File: src/rtl/compute_vex_gen.sv
// Walks the final-step lattice nodes with a fixed-point price recurrence and streams each early-exercise payoff to the value RAM.
// First write is one cycle after start, then one node per cycle with no bubbles; no backpressure (the RAM port always accepts).
module compute_vex_gen #(
    parameter int DATA_W    = 32,
    parameter int FRAC_W    = 24,
    parameter int ADDR_W    = 13,
    parameter int ADDR_BASE = 0
) (
    input  logic              clk,
    input  logic              nrst,
    input  logic              start,
    input  logic              mode,
    input  logic [ADDR_W:0]   num_nodes,
    input  logic [DATA_W-1:0] base_price,
    input  logic [DATA_W-1:0] ratio,
    input  logic [DATA_W-1:0] K_over_S,
    output logic [DATA_W-1:0] v_ex,
    output logic [ADDR_W-1:0] wraddr,
    output logic              wren,
    output logic              busy,
    output logic              done
);

    typedef enum logic [1:0] {
        IDLE = 2'd0,
        RUN  = 2'd1,
        FIN  = 2'd2
    } state_t;

    localparam logic [ADDR_W:0]   MAX_N  = {1'b1, {ADDR_W{1'b0}}};
    localparam logic [ADDR_W-1:0] BASE_A = ADDR_W'(ADDR_BASE);

    state_t              state;
    logic                mode_q;
    logic [DATA_W-1:0]   k_q;
    logic [DATA_W-1:0]   ratio_q;
    logic [ADDR_W:0]     n_q;
    logic [DATA_W-1:0]   price;
    logic [ADDR_W-1:0]   idx;

    logic [ADDR_W:0]     n_clamp;
    logic [2*DATA_W-1:0] prod;
    logic [2*DATA_W-1:0] shifted;
    logic [DATA_W-1:0]   price_nxt;
    logic [DATA_W-1:0]   payoff;
    logic                last;

    always_comb begin
        n_clamp = (num_nodes > MAX_N) ? MAX_N : num_nodes;

        // Full-width product, truncated after the shift; any surviving high bits saturate.
        prod      = (2*DATA_W)'(price) * (2*DATA_W)'(ratio_q);
        shifted   = prod >> FRAC_W;
        price_nxt = (|shifted[2*DATA_W-1:DATA_W]) ? {DATA_W{1'b1}} : shifted[DATA_W-1:0];

        payoff = '0;
        if (mode_q) begin
            if (price > k_q)
                payoff = price - k_q;
        end else begin
            if (price < k_q)
                payoff = k_q - price;
        end

        last = ({1'b0, idx} == (n_q - (ADDR_W+1)'(1)));
    end

    always_ff @(posedge clk) begin
        if (!nrst) begin
            state   <= IDLE;
            mode_q  <= 1'b0;
            k_q     <= '0;
            ratio_q <= '0;
            n_q     <= '0;
            price   <= '0;
            idx     <= '0;
            v_ex    <= '0;
            wraddr  <= '0;
            wren    <= 1'b0;
            busy    <= 1'b0;
            done    <= 1'b0;
        end else begin
            case (state)
                IDLE: begin
                    wren <= 1'b0;
                    done <= 1'b0;
                    if (start) begin
                        mode_q  <= mode;
                        k_q     <= K_over_S;
                        ratio_q <= ratio;
                        n_q     <= n_clamp;
                        price   <= base_price;
                        idx     <= '0;
                        // An empty run still reports completion, but never looks busy.
                        if (n_clamp == '0) begin
                            state <= FIN;
                        end else begin
                            busy  <= 1'b1;
                            state <= RUN;
                        end
                    end
                end
                RUN: begin
                    wren   <= 1'b1;
                    wraddr <= BASE_A + idx;
                    v_ex   <= payoff;
                    price  <= price_nxt;
                    idx    <= idx + 1'b1;
                    if (last)
                        state <= FIN;
                end
                FIN: begin
                    wren  <= 1'b0;
                    busy  <= 1'b0;
                    done  <= 1'b1;
                    state <= IDLE;
                end
                default: begin
                    wren  <= 1'b0;
                    busy  <= 1'b0;
                    done  <= 1'b0;
                    state <= IDLE;
                end
            endcase
        end
    end

endmodule
File: config.mk
export PLATFORM = sky130hd
export DESIGN_NAME = compute_vex_gen
export DESIGN_NICKNAME = d
export VERILOG_FILES = /design/src/rtl/compute_vex_gen.sv
export SDC_FILE = /design/constraint.sdc
export NUM_CORES = 2
export LEC_CHECK = 0
export ABC_AREA = 1
export CAP_MARGIN = 30
export CELL_PAD_IN_SITES_DETAIL_PLACEMENT = 2
export CELL_PAD_IN_SITES_GLOBAL_PLACEMENT = 2
export CORE_MARGIN = 4
export CORE_UTILIZATION = 38
export DETAILED_ROUTE_END_ITERATION = 8
export GPL_TIMING_DRIVEN = 1
export MAX_ROUTING_LAYER = met4
export PLACE_DENSITY_LB_ADDON = 0.1
export SLEW_MARGIN = 20
export SYNTH_ARGS = -nofsm -noshare
export SYNTH_HDL_FRONTEND = slang
export SYNTH_SLANG_ARGS = --single-unit
export TNS_END_PERCENT = 1
File: constraint.sdc
create_clock -name clk -period 7.97 [get_ports clk]
set_input_delay 0.797 -clock clk [delete_from_list [all_inputs] [get_ports clk]]
set_output_delay 0.797 -clock clk [all_outputs]
set_load 0.005 [all_outputs]
==> flow_metrics.tcl <==
set metrics [dict create \
    crit_start "ratio_q[24]" \
    viasPerCell 5.08 \
    p_total_uw 18100 \
    yosysSeqAreaShare 0.0757 \
    grt_usage 0.311 \
    status "finished, final reports clean" \
    grt_pass1_vias 47600 \
    synth.area.top_cells "fa_1 39%, inv_1 15%, nand2_1 13%" \
    ys_top_cells_by_count "1784 x inv_1, 1572 x nand2_1, 897 x fa_1" \
    wirelength_mm 191 \
    syn_area_mm2 0.0460 \
    finalSetupViolCount 0 \
    clk_pin_slew_ns 0.12 \
    die-area_mm2 0.127 \
    start_util 0.383 \
    clock.fmax_mhz 131 \
    worstSetupEndpointType "flip-flop" \
    antenna_found_initial 8 \
    worst_r2r_startpoint "ratio_q[24]" \
    holdWs_ns 0.456 \
    synth.ff_latch_count 174 \
    critPathMaxFanout 30 \
    clk_root_buffer_cell "clkbuf_16" \
    synth_top_cell_area_share 0.390 \
    worstPathRequired_ns 8.33 \
    drc 0 \
    layout.nets 7696 \
    synth.mux.area_fraction 0 \
    slew_headroom 0.407 \
    startpoint_type "flip-flop" \
    synthXorXnorAreaFrac 0.0190 \
    final.min_clock_period_ns 7.65 \
    maxCapViolCount 0 \
    die_y_um 356 \
    wl_per_cell_um 23.8 \
    areaGrowthSynthToFinish_pct 11.0 \
    synth_compound_area_frac 0.0731 \
    row_count 127 \
    rsz0062_at_grt "false" \
    async_flop_share 0 \
    synth_nets 7683 \
    htree_levels 4 \
    avgSynthCellArea_um2 7.25 \
    ys.flop_type "dfxtp_1" \
    clock-sinks 174 \
    firstDrtPassIters 5 \
    drtAntennaViolNets 0 \
    final_cells 7989 \
    grt_start_max_net_pins 66 \
    crit_type "reg2reg" \
    placed_area_mm2 0.0502 \
    synth_top_cell_by_area "fa_1" \
    vias 40600 \
    synth_top_family_by_area "adder cells" \
    critPathArrivalTime_ns 8.02 \
    cts_tree "yes" \
    hold_viol 0 \
    synthCells 6347 \
    power_leakage_uw 0.0292 \
    fillCellCount 14200 \
    min_from "busy" \
    worstMarginPinSlew_ns 0.889 \
    final_area_mm2 0.0511 \
    synth_edf_count 0 \
    drt_iter0_markers 2091 \
    switching_power_uw 11200 \
    p_comb_frac 0.873 \
    swShare 0.617 \
    synth_simple_gate_area_frac 0.178 \
    yosysMostFrequentCell "inv_1" \
    slew_violations 0 \
    power_per_cell_area_mw_per_mm2 355 \
    regToRegSetupSlack_ns 0.32 \
    dp_hpwl_mm 159 \
    portBuffers 161 \
    cts_buffers 17 \
    core_mm2 0.120 \
    numPlacedInstances 7946 \
    max-vdd-ir-drop_mv 0.346 \
    synth.yosys.warnings 0 \
    skew_ns 0.0435 \
    place.gp.congestion 0.970 \
    ioPinCount 162 \
    p_int_uw 6940 \
    synth_fa_ha_area_frac 0.479 \
    clk_latency_ns 0.56 \
    hold_class "reg2reg" \
    fin_crit_sh 0.960 \
    cts_buffer_depth 2 \
    grt_pass1_wl_mm 290 \
    gr-total-overflow 0 \
    drive_above_1_share 0.0458 \
    p_seq_frac 0.072 \
    yosysUniqueCellTypes 50 \
    clockPowerShare 0.055 \
    dieWidth_um 356 \
]
## per-layer routing
metal	up-vias	global-route usage	part of all wire	wire [um]
met3	227	0.0215	0.033	6300
li1	18200	-	-	-
met4	0	0.0699	0.027	5220
met1	21500	0.387	0.43	81500
met2	724	0.556	0.51	97500
met5	-	-	0	0
## critical path, stage by stage (launching register included)
cell and delay [ns]:
dfxtp_1 0.35, buf_4 0.27, buf_4 0.33, nand2_1 0.14
fa_1 0.51, fa_1 0.51, fa_1 0.55, fa_1 0.51
inv_1 0.05, fa_1 0.49, fa_1 0.45, fa_1 0.46
ha_1 0.33, ha_1 0.44, nand2_1 0.11, nor2_1 0.34
nand2_1 0.27, nor3_2 0.28, nand2_1 0.10, nand2_1 0.06
nand2_1 0.04, nand2_1 0.08, nand3_1 0.09, nor2_2 0.14
buf_12 0.20, nand3_1 0.11, nand2_1 0.08, a21oi_1 0.11
## cell families after synthesis
family / count (synthesis)
buf+inv: 2139
fa+ha+maj: 1222
xor+xnor: 100
simple gates: 2106
compound gates: 606
flops: 174
## final timing paths
check / endpoint / cells past startpoint
min reg2reg: busy / 2
max reg2reg: price[14] / 27
max: price[14] / 27
min: busy / 2
## per-stage QoR
| stage | setup WS [ns] | TNS [ns] | utilization |
|---|---|---|---|
| 4_1_cts | 0.000607 | 0 | 0.423 |
| 3_3_place_gp | 0.172 | 0 | 0.417 |
| 2_1_floorplan | 1.08 | 0 | - |
| 3_5_place_dp | -0.0637 | -0.157 | 0.418 |
| 6_report | 0.316 | 0 | 0.425 |
| 5_1_grt | 0.00816 | 0 | 0.425 |
## flip-flops by register name, summed over array words and instances (netlist names)
name / flops
v_ex: 32
wren: 1
k_q: 32
done: 1
mode_q: 1
idx: 13
price: 32
busy: 1
state: 2
wraddr: 13
ratio_q: 32
n_q: 14
## what timing repair did
item,in CTS,in global routing
gates cloned,0,1
resized for setup,1,41
setup buffers,0,6
setup endpoints to repair,32,32
hold buffers,0,0
## power groups by stage
stage               registers [uW]  clock network, uW  logic (uW)
floorplan                     1070                  0        9440
global placement              1320                  0       14900
detailed placement            1330                  0       15500
CTS                           1320               1040       15700
global route                  1320               1060       17400
finish                        1300               1000       15800
## cell usage in the layout, fill, tap and decap left out, types with 70 or more instances in the layout
master	instances
a21oi_1	285
buf_4	130
clkdlybuf4s50_1	160
dfxtp_1	139
fa_1	897
ha_1	324
inv_1	1781
nand2_1	1570
nand3_1	93
nor2_1	368
o21ai_0	184
xor2_1	70
## area by class of cell
| class | instances | area [um2] | share of cell area |
|---|---|---|---|
| Timing Repair Buffer | 342 | 3600 | 0.0704 |
| Inverter | 1791 | 6720 | 0.132 |
| Clock buffer | 17 | 425 | 0.00833 |
| Clock inverter | 15 | 218 | 0.00426 |
| Tap cell | 1612 | 2020 | 0.0395 |
| Multi-Input combinational cell | 4034 | 34500 | 0.676 |
| Antenna cell | 4 | 10.0 | 0.000196 |
| Sequential cell | 174 | 3560 | 0.0697 |
Power figures use the tool's default switching activity.
